`src/rtl/audio_output_pkg.sv`:
```
// rtl/audio_output_pkg.sv - shared conversion-mode type for the audio output stage
//
// Purpose: conversion-mode encoding used by audio_sample_output and its bench.
// Ports:   none (package).
package audio_output_pkg;

  // Conversion applied to each sample as it leaves the buffer.
  typedef enum logic [1:0] {
    MODE_TRUNC = 2'd0,  // keep the low OUT_WIDTH bits (wraps on overflow)
    MODE_SAT   = 2'd1,  // clamp to all ones when the value does not fit
    MODE_SCALE = 2'd2,  // keep the top OUT_WIDTH bits (MSB-aligned)
    MODE_MUTE  = 2'd3   // emit zero, sample is still consumed
  } audio_mode_t;

endpackage

```
`src/rtl/audio_sample_fifo.sv`:
```
// rtl/audio_sample_fifo.sv - small synchronous sample FIFO with occupancy output
//
// Purpose: buffers APU samples between the input handshake and the output tick.
// Ports:
//   clk, rst           clock, asynchronous active-high reset
//   push, push_data    write request and data (ignored while full)
//   pop                read request (ignored while empty)
//   head               oldest entry, valid whenever empty is low
//   full, empty        occupancy flags
//   level              number of stored entries, 0..DEPTH
// DEPTH must be a power of two so the pointers wrap naturally.
module audio_sample_fifo #(
  parameter int WIDTH = 9,
  parameter int DEPTH = 4
) (
  input  logic                     clk,
  input  logic                     rst,
  input  logic                     push,
  input  logic [WIDTH-1:0]         push_data,
  input  logic                     pop,
  output logic [WIDTH-1:0]         head,
  output logic                     full,
  output logic                     empty,
  output logic [$clog2(DEPTH):0]   level
);

  localparam int AW = $clog2(DEPTH);
  localparam int LW = AW + 1;

  logic [WIDTH-1:0] mem [DEPTH];
  logic [AW-1:0]    wr_ptr;
  logic [AW-1:0]    rd_ptr;
  logic [LW-1:0]    count;
  logic             do_push;
  logic             do_pop;

  assign full    = (count == LW'(DEPTH));
  assign empty   = (count == '0);
  assign do_push = push && !full;
  assign do_pop  = pop && !empty;
  assign head    = mem[rd_ptr];
  assign level   = count;

  // Storage has no reset: stale contents are unreachable once the pointers clear.
  always_ff @(posedge clk) begin
    if (do_push) begin
      mem[wr_ptr] <= push_data;
    end
  end

  always_ff @(posedge clk or posedge rst) begin
    if (rst) begin
      wr_ptr <= '0;
      rd_ptr <= '0;
      count  <= '0;
    end else begin
      if (do_push) begin
        wr_ptr <= wr_ptr + 1'b1;
      end
      if (do_pop) begin
        rd_ptr <= rd_ptr + 1'b1;
      end
      // Simultaneous push and pop leaves the occupancy unchanged.
      if (do_push && !do_pop) begin
        count <= count + 1'b1;
      end else if (!do_push && do_pop) begin
        count <= count - 1'b1;
      end
    end
  end

endmodule

```
`src/rtl/audio_sample_output.sv`:
```
// rtl/audio_sample_output.sv - rate-paced audio output stage with width conversion
//
// Purpose: accepts APU mix samples over valid/ready, buffers them, and emits one
// converted sample per output tick. An empty buffer on a tick holds the previous
// sample and flags an underrun.
// Ports:
//   i_clk, i_reset      clock, asynchronous active-high reset
//   i_mode              conversion mode (audio_mode_t encoding)
//   i_sample, i_valid   incoming sample and its valid
//   o_ready             buffer can accept (depends on occupancy only)
//   o_sample            current output sample
//   o_tick              one-cycle pulse aligned with each o_sample update slot
//   o_underrun          one-cycle pulse, a tick found the buffer empty
//   o_level             buffer occupancy
//   o_underrun_count    saturating underrun count
// Build option: AUDIO_SAMPLE_OUTPUT_STATS_EN enables o_underrun_count; when it
// is not defined the counter is absent and the port reads 0.
module audio_sample_output
  import audio_output_pkg::*;
#(
  parameter int IN_WIDTH   = 9,
  parameter int OUT_WIDTH  = 8,
  parameter int TICK_DIV   = 1,
  parameter int FIFO_DEPTH = 4
) (
  input  logic                          i_clk,
  input  logic                          i_reset,
  input  logic [1:0]                    i_mode,
  input  logic [IN_WIDTH-1:0]           i_sample,
  input  logic                          i_valid,
  output logic                          o_ready,
  output logic [OUT_WIDTH-1:0]          o_sample,
  output logic                          o_tick,
  output logic                          o_underrun,
  output logic [$clog2(FIFO_DEPTH):0]   o_level,
  output logic [15:0]                   o_underrun_count
);

  // A one-clock divider still needs a 1-bit counter to keep widths legal.
  localparam int CW = (TICK_DIV > 1) ? $clog2(TICK_DIV) : 1;
  localparam logic [CW-1:0] TICK_LAST = CW'(TICK_DIV - 1);

  logic [CW-1:0]        tick_cnt;
  logic                 tick;
  logic                 fifo_full;
  logic                 fifo_empty;
  logic [IN_WIDTH-1:0]  fifo_head;
  logic                 push;
  logic                 pop;
  audio_mode_t          mode;
  logic [OUT_WIDTH-1:0] converted;

  // Output-rate divider: tick on the last count of each period.
  assign tick = (tick_cnt == TICK_LAST);

  always_ff @(posedge i_clk or posedge i_reset) begin
    if (i_reset) begin
      tick_cnt <= '0;
    end else if (tick) begin
      tick_cnt <= '0;
    end else begin
      tick_cnt <= tick_cnt + 1'b1;
    end
  end

  // Ready comes only from occupancy, so a full buffer rejects a push even on a
  // tick cycle that frees a slot; the slot is offered on the following cycle.
  assign o_ready = !fifo_full;
  assign push    = i_valid && !fifo_full;
  assign pop     = tick && !fifo_empty;

  audio_sample_fifo #(
    .WIDTH (IN_WIDTH),
    .DEPTH (FIFO_DEPTH)
  ) u_fifo (
    .clk       (i_clk),
    .rst       (i_reset),
    .push      (push),
    .push_data (i_sample),
    .pop       (pop),
    .head      (fifo_head),
    .full      (fifo_full),
    .empty     (fifo_empty),
    .level     (o_level)
  );

  // Mode is taken in the pop cycle, so a change applies to the next sample out.
  assign mode = audio_mode_t'(i_mode);

  always_comb begin
    converted = '0;
    case (mode)
      MODE_TRUNC: converted = fifo_head[OUT_WIDTH-1:0];
      MODE_SAT: begin
        // Any bit above the output range means the value does not fit.
        if ((fifo_head >> OUT_WIDTH) != '0) begin
          converted = '1;
        end else begin
          converted = fifo_head[OUT_WIDTH-1:0];
        end
      end
      MODE_SCALE: converted = fifo_head[IN_WIDTH-1 -: OUT_WIDTH];
      MODE_MUTE:  converted = '0;
    endcase
  end

  always_ff @(posedge i_clk or posedge i_reset) begin
    if (i_reset) begin
      o_sample   <= '0;
      o_tick     <= 1'b0;
      o_underrun <= 1'b0;
    end else begin
      o_tick     <= tick;
      o_underrun <= tick && fifo_empty;
      if (pop) begin
        o_sample <= converted;
      end
    end
  end

`ifdef AUDIO_SAMPLE_OUTPUT_STATS_EN
  logic [15:0] underrun_count;

  // Advances on the same edge that raises o_underrun, so the two stay aligned.
  always_ff @(posedge i_clk or posedge i_reset) begin
    if (i_reset) begin
      underrun_count <= '0;
    end else if (tick && fifo_empty && (underrun_count != 16'hFFFF)) begin
      underrun_count <= underrun_count + 16'd1;
    end
  end

  assign o_underrun_count = underrun_count;
`else
  assign o_underrun_count = '0;
`endif

endmodule
```
`config.mk`:
```
export PLATFORM = sky130hd
export DESIGN_NAME = audio_sample_output
export DESIGN_NICKNAME = d
export VERILOG_FILES = /design/src/rtl/audio_output_pkg.sv /design/src/rtl/audio_sample_fifo.sv /design/src/rtl/audio_sample_output.sv
export SDC_FILE = /design/constraint.sdc
export NUM_CORES = 1
export LEC_CHECK = 0
export BUFFER_PORTS_ARGS = -buffer_cell sky130_fd_sc_hd__buf_2
export CAP_MARGIN = 20
export CORE_UTILIZATION = 50
export DETAILED_ROUTE_END_ITERATION = 12
export GPL_TIMING_DRIVEN = 0
export PLACE_DENSITY = 0.83
export REMOVE_ABC_BUFFERS = 1
export SYNTH_ARGS = -nofsm -noshare
export SYNTH_HDL_FRONTEND = slang
export SYNTH_SLANG_ARGS = --single-unit
```
`constraint.sdc`:
```
create_clock -name i_clk -period 5.4 [get_ports i_clk]
set_clock_uncertainty 0.05 [all_clocks]
set_input_delay 0.27 -clock i_clk [delete_from_list [all_inputs] [get_ports i_clk]]
set_output_delay 0.27 -clock i_clk [all_outputs]
set_load 0.01 [all_outputs]
```
======== Word level (Yosys, flattened, before mapping) ========
Memories as Yosys holds them, arrays and structs flattened.
Cells that the tools add are included.
W data, S select, Z words.
word-level totals
  bits in latches ......................... 0
  bits of input ports ..................... 14
  logic and storage cells ................. 39
  output and inout port bits .............. 30
  register bits ........................... 18
  memories ................................ 1
  memory bits (read-only) ................. 0
  bits in writable memories ............... 36
memory list
  name        words  bits a word  read ports  clocked after Yosys merged registers in  wr ports  RTL line                 source
  u_fifo.mem  4      9            1           0                                        1         audio_sample_fifo.sv:30  logic [WIDTH-1:0] mem [DEPTH];
operators by class
  add/subtract/negate cells ............... 5
  reduce and logical (&&, ||, !) cells .... 14
  bitwise logic cells ..................... 1
  shifts and indexed selects .............. 0
  multiply operators ...................... 0
  equal/unequal tests ..................... 4
  divide/modulo/power cells ............... 0
  magnitude comparators ................... 0
  multiplexer cells ....................... 7
operators with widths
  operator               count
  $pmux W8 S4            1
  $mux W8                1
  $logic_and A1 B1 Y1    7
  $mux W3                2
  $add A2 B1 Y2 const B  2
  $eq A2 B2 Y1 const B   2
  $logic_not A1 Y1       4
  $add A3 B1 Y3 const B  1
  $eq A3 B3 Y1 const B   1
  $logic_not A3 Y1       1
  $mux W1                3
  $sub A3 B1 Y3 const B  1
  $eq A2 B1 Y1 const B   1
  $logic_not A2 Y1       1
  $reduce_bool A2 Y1     1
  $add A1 B1 Y1 const B  1
  $not A1 Y1             1

======== Longest topological paths before layout ========
  word-level depth ........................ 8
  depth in mapped cells ................... 7
  depth with buffers taken out ............ 6

======== Cells and area by module ========
Synthesis repeated with hierarchy kept, for this count alone.
unflattened totals
  cell total of the unflattened synthesis .. 152
  area total of the unflattened synthesis .. 2429.8 um^2
by module, submodules not included
  module               times used  cells an instance  area each (um^2)  seq. area each (um^2)
  audio_sample_fifo    1           83                 1739.2            1256.2
  audio_sample_output  1           69                 690.7             250.2

======== Worst setup path after synthesis ========
OpenSTA, ideal clock, no wires.
  kind .................................... flip-flop to flip-flop
  start point ............................. register u_fifo.count[0], in the netlist u_fifo.level[0]
  end point ............................... register u_fifo.count[2], in the netlist u_fifo.level[2]
  required time ........................... 5.271 ns
  arrival time ............................ 1.703 ns
  stages on the path, launching flop included .. 8
  path buffers ............................ 1
  slack ................................... 3.567 ns
  period minus slack after synthesis ...... 1.833 ns
  setup time .............................. 0.079 ns
  cell sequence ........................... dfrtp_1 -> or3_1 -> buf_2 -> inv_4 -> ha_1 -> or3_1 -> a21oi_1 -> xor2_1
between the ends
  cells in the longest elaborated chain, start to end .. 7
  elaborated cells between the ends (all ways) .. 17
  those cells by class .................... 2 x add/sub; 1 x eq/ne; 2 x mux; 12 x reduce/logical
RTL lines
  element                                               RTL line                                            source
  start, declared                                       audio_sample_fifo.sv:33                             logic [LW-1:0] count;
  start signal, assigned                                audio_sample_fifo.sv:65                             count <= count + 1'b1;
  start signal, assigned                                audio_sample_fifo.sv:67                             count <= count - 1'b1;
  $logic_not A3 Y1 (*)                                  audio_sample_fifo.sv:38                             assign empty = (count == '0);
  named net fifo_empty                                  audio_sample_output.sv:46                           logic fifo_empty;
  $logic_not A1 Y1 (*)                                  audio_sample_fifo.sv:40, audio_sample_output.sv:70
  $logic_and A1 B1 Y1                                   audio_sample_output.sv:70                           assign pop = tick && !fifo_empty;
  $logic_and A1 B1 Y1 (*)                               audio_sample_fifo.sv:40                             assign do_pop = pop && !empty;
  $logic_not A1 Y1                                      audio_sample_fifo.sv:64                             if (do_push && !do_pop) begin
  $logic_and A1 B1 Y1                                   audio_sample_fifo.sv:64
  $mux W3 / $reduce_bool A2 Y1 (equally long branches)  n/a
The timed path passes the listed nets; every way through them passes the cells marked *. The select of a mux whose other input is x is not followed.
A chain may end at the register's enable or synchronous reset.

======== Worst setup path in the final report ========
Ends and elaborated chain as after synthesis.

==> impl_results.md <==
* Status: finished with violations
* Failing checks: negative hold slack
* Met3 layer usage reported by global route at under 10%
* Largest family of logic cells by synthesized area: multiplexers
* Setup_tns at 0 ns
* First-pass iteration count of the detailed router at 4
* Antenna violations before repair at 0
* Fin nets at about 200
* Crit Path Category: reg2reg
* CTS hold repair buffers at 0
* Post-Synth XOR/XNOR Area at between 2 and 3%
* Hpwl dp at 2376 um
* Post-synthesis adder-cell area fraction at roughly 2.7%
* Worst-Margin Slew at 0.6412 ns
* Mux contribution to synthesized area at under 10%
* Simple-gate share of the synthesized area at between 5 and 6%
* Die W at roughly 70 um
* Req. time, crit path at 5.58 ns
* Crit-path cells: or3_1 -> inv_4 -> ha_1 -> or3_1 -> a21oi_1 -> xor2_1
* Die extent in y at 69.51 um
* Clk buf depth at 2
* Total of max-cap violations at 0
* Post-CTS sizing at 0
* Peak supply drop at 0.2388 mV
* Fill cells at 339
* Setup crit start kind: flip-flop
* GR Util met2 at 25.35%
* Final ANT Viol Nets at 0
* WP data arrival at approximately 2.3 ns
* Layout area overhead at 9.281%
* Number of CTS-inserted buffers at 5
* CTS tree: built
* Core Box Area at 4354 um^2
* Grt met1 use at between 20% and 30%
* First-pass GRT wire length at ~5600 um
* Post-synth cell types at 26
* Ys Warns at 0
* Antenna diode count at 0
* Share of cells above drive strength 1 at 25.84%
* Post-synthesis sequential area ratio at approximately 66%
* Final hold vios at 17
* P per Cell Area at approximately 530 nW/um^2
* Most Crowded Layer GR: met2
* Total track usage at around 16%
* Rel. slew slack at a little under three fifths
* Leakage power at approximately 0.97 nW
* Buf+Inv Stages, Crit Path at 1
* Initial core utilization at 52.33%
* Via count at between 1000 and 1500
* Worst-skew pair later-pin latency at about 0.30 ns
* RePlAce Congestion at a little under 0.8
* Reg2Reg Setup Slack at between 3 and 4 ns
* Syn Inst Count at 150
* RSZ-0062 raised after global routing: false
* Compound-Gate Fraction of Synth Area at under 10%
* Minimum clock period at between 2 and 2.5 ns
* FMAX at roughly 0.48 GHz
* Iter 0 DRT Violations at 126
* Worst path top cell family by delay: simple AND/OR/NAND/NOR gates
* TritonCTS Sinks at between 50 and 60
* Slowest stage cell, crit path: dfrtp_1
* Fin crit share at between 30% and 40%
* Maximum fanout along the worst path at 11
* Final Routed Wirelength at 3389 um
* Vias in the first global route at 1165
* Die Area at approximately 4800 um^2
* Worst path max stage delay at roughly 0.48 ns
* DR vias/cell at about 5.2
* Total setup buffers inserted after CTS at 0
* Total gr overflow at 0
* Mean post-synth cell area at around 15 um^2
* Worst-path clk slew at around 0.09 ns
* # rows at 24
* Post-Syn Area at about 2300 um^2
* Max-slew violation count at 0
* # IOs at 44
* Clock root buffer: clkbuf_8
* WL per Instance at ~15 um
* CTS H-tree lvls at 2
* CP dominant cell by count: or3_1
* DRC at 0
* Seq cells post-synth at between 50 and 60
* Final setup fails at 0
* Min-Delay Path Class: in2async
* Largest net degree at the start of global routing at 18
* PortBufs at 27
* CP Capture Type: flip-flop
* Worst hold slack at -0.02211 ns
==> flip-flops by register name, indices dropped and copies added, names as in the netlist <==
| register | flops |
|---|---|
| o_tick | 1 |
| u_fifo.rd_ptr | 2 |
| o_underrun | 1 |
| u_fifo.level | 3 |
| o_sample | 8 |
| u_fifo.mem | 36 |
| u_fifo.wr_ptr | 2 |
==> worst register-to-register path, delay by kind of cell (launching register included) <==
family                     cells  cell delay, ns
DFF                            1            0.48
AOI/OAI and AO/OA              1            0.19
and+or+nand+nor                2            0.73
adders and majority gates      1            0.27
xor gates and xnor gates       1            0.16
buffers and inverters          1            0.13
==> placed cells by master, fill, tap and decap left out <==
cell type and n:
a21oi_1 9, edfxtp_1 36, buf_2 27, nand2b_1 1
conb_1 17, xnor2_1 4, inv_4 1, dfrtp_1 17
xor2_1 3, bufinv_16 1, clkbuf_1 1, inv_1 3
nand3_1 8, ha_1 5, mux4_2 9, nor2_1 2
o21ai_0 1, a21boi_2 1, o211ai_1 8, clkinv_2 1
clkbuf_8 5, nand2_1 10, nor2b_1 1, mux2_2 1
and2_1 4, or3_1 2
==> synthesized netlist by cell type (all sizes together) <==
| cell type | n | area share, % |
|---|---|---|
| and2 | 4 | 1.1 |
| inv | 4 | 0.77 |
| o211ai | 8 | 2.6 |
| a21oi | 9 | 2.0 |
| xnor2 | 4 | 1.5 |
| buf | 20 | 6.4 |
| mux4 | 9 | 8.9 |
| o21ai | 1 | 0.22 |
| nor2 | 2 | 0.33 |
| nand2b | 1 | 0.27 |
| conb | 2 | 0.33 |
| xor2 | 3 | 1.2 |
| nand3 | 8 | 1.8 |
| or3 | 2 | 0.55 |
| nor2b | 1 | 0.27 |
| edfxtp | 36 | 47 |
| mux2 | 1 | 0.49 |
| a21boi | 1 | 0.49 |
| clkbuf | 2 | 0.33 |
| dfrtp | 17 | 19 |
| nand2 | 10 | 1.6 |
| ha | 5 | 2.7 |
==> per-stage QoR <==
step,power [mW],area [um^2],cells,utilization [%],setup slack [ns]
6_report,1.318,2490,230,57.18,3.324
5_1_grt,1.403,2490,230,57.18,3.167
4_1_cts,1.327,2490,230,57.18,3.347
3_5_place_dp,1.070,2382,222,54.71,3.403
3_3_place_gp,1.048,2382,222,54.71,3.430
2_1_floorplan,0.9370,2182,143,-,3.544
==> report_power, final <==
group | switching [mW] | leakage, nW | internal, mW
combinational | 0.216 | 0.385 | 0.195
sequential | 0.0893 | 0.534 | 0.557
clock | 0.123 | 0.0552 | 0.138
==> path summary, 6_finish.rpt <==
check                                      from                to  cells past startpoint
min in group i_clk                  i_sample[8]  u_fifo.mem[0][8]                      1
worst max register to register  u_fifo.level[0]   u_fifo.level[2]                      6
worst min-delay path                    i_reset            o_tick                      2
worst min register to register      o_sample[5]       o_sample[5]                      2
max in group asynchronous               i_reset       o_sample[2]                      2
worst max-delay path            u_fifo.level[0]   u_fifo.level[2]                      6
==> cells by family (layout without fill, tap and decap cells) <==
logic type               after synthesis  in the layout
multiplexers                          10             10
adder cells (fa/ha/maj)                5              5
buffers and inverters                 26             39
flip-flops                            53             53
AND/OR/NAND/NOR                       28             28
AO/OA/AOI/OAI                         19             19
XOR/XNOR                               7              7
other                                  2             17
==> metal layers <==
metal  wire, um  vias to the layer above
met5          0                        -
met4         57                        0
met3        170                        6
met2       1639                       45
met1       1523                      582
li1           -                      565
==> area by class of cell <==
cell class | count | area (um^2) | area share (%)
inverter | 4 | 17.52 | 0.7035
timing repair buffer | 27 | 135.1 | 5.427
clock inverter | 2 | 35.03 | 1.407
tap | 52 | 65.06 | 2.613
clock buffer | 6 | 72.57 | 2.915
multi-input combinational | 86 | 658.1 | 26.43
sequential | 53 | 1506 | 60.50
No activity file was read; power rests on OpenSTA's default activity.
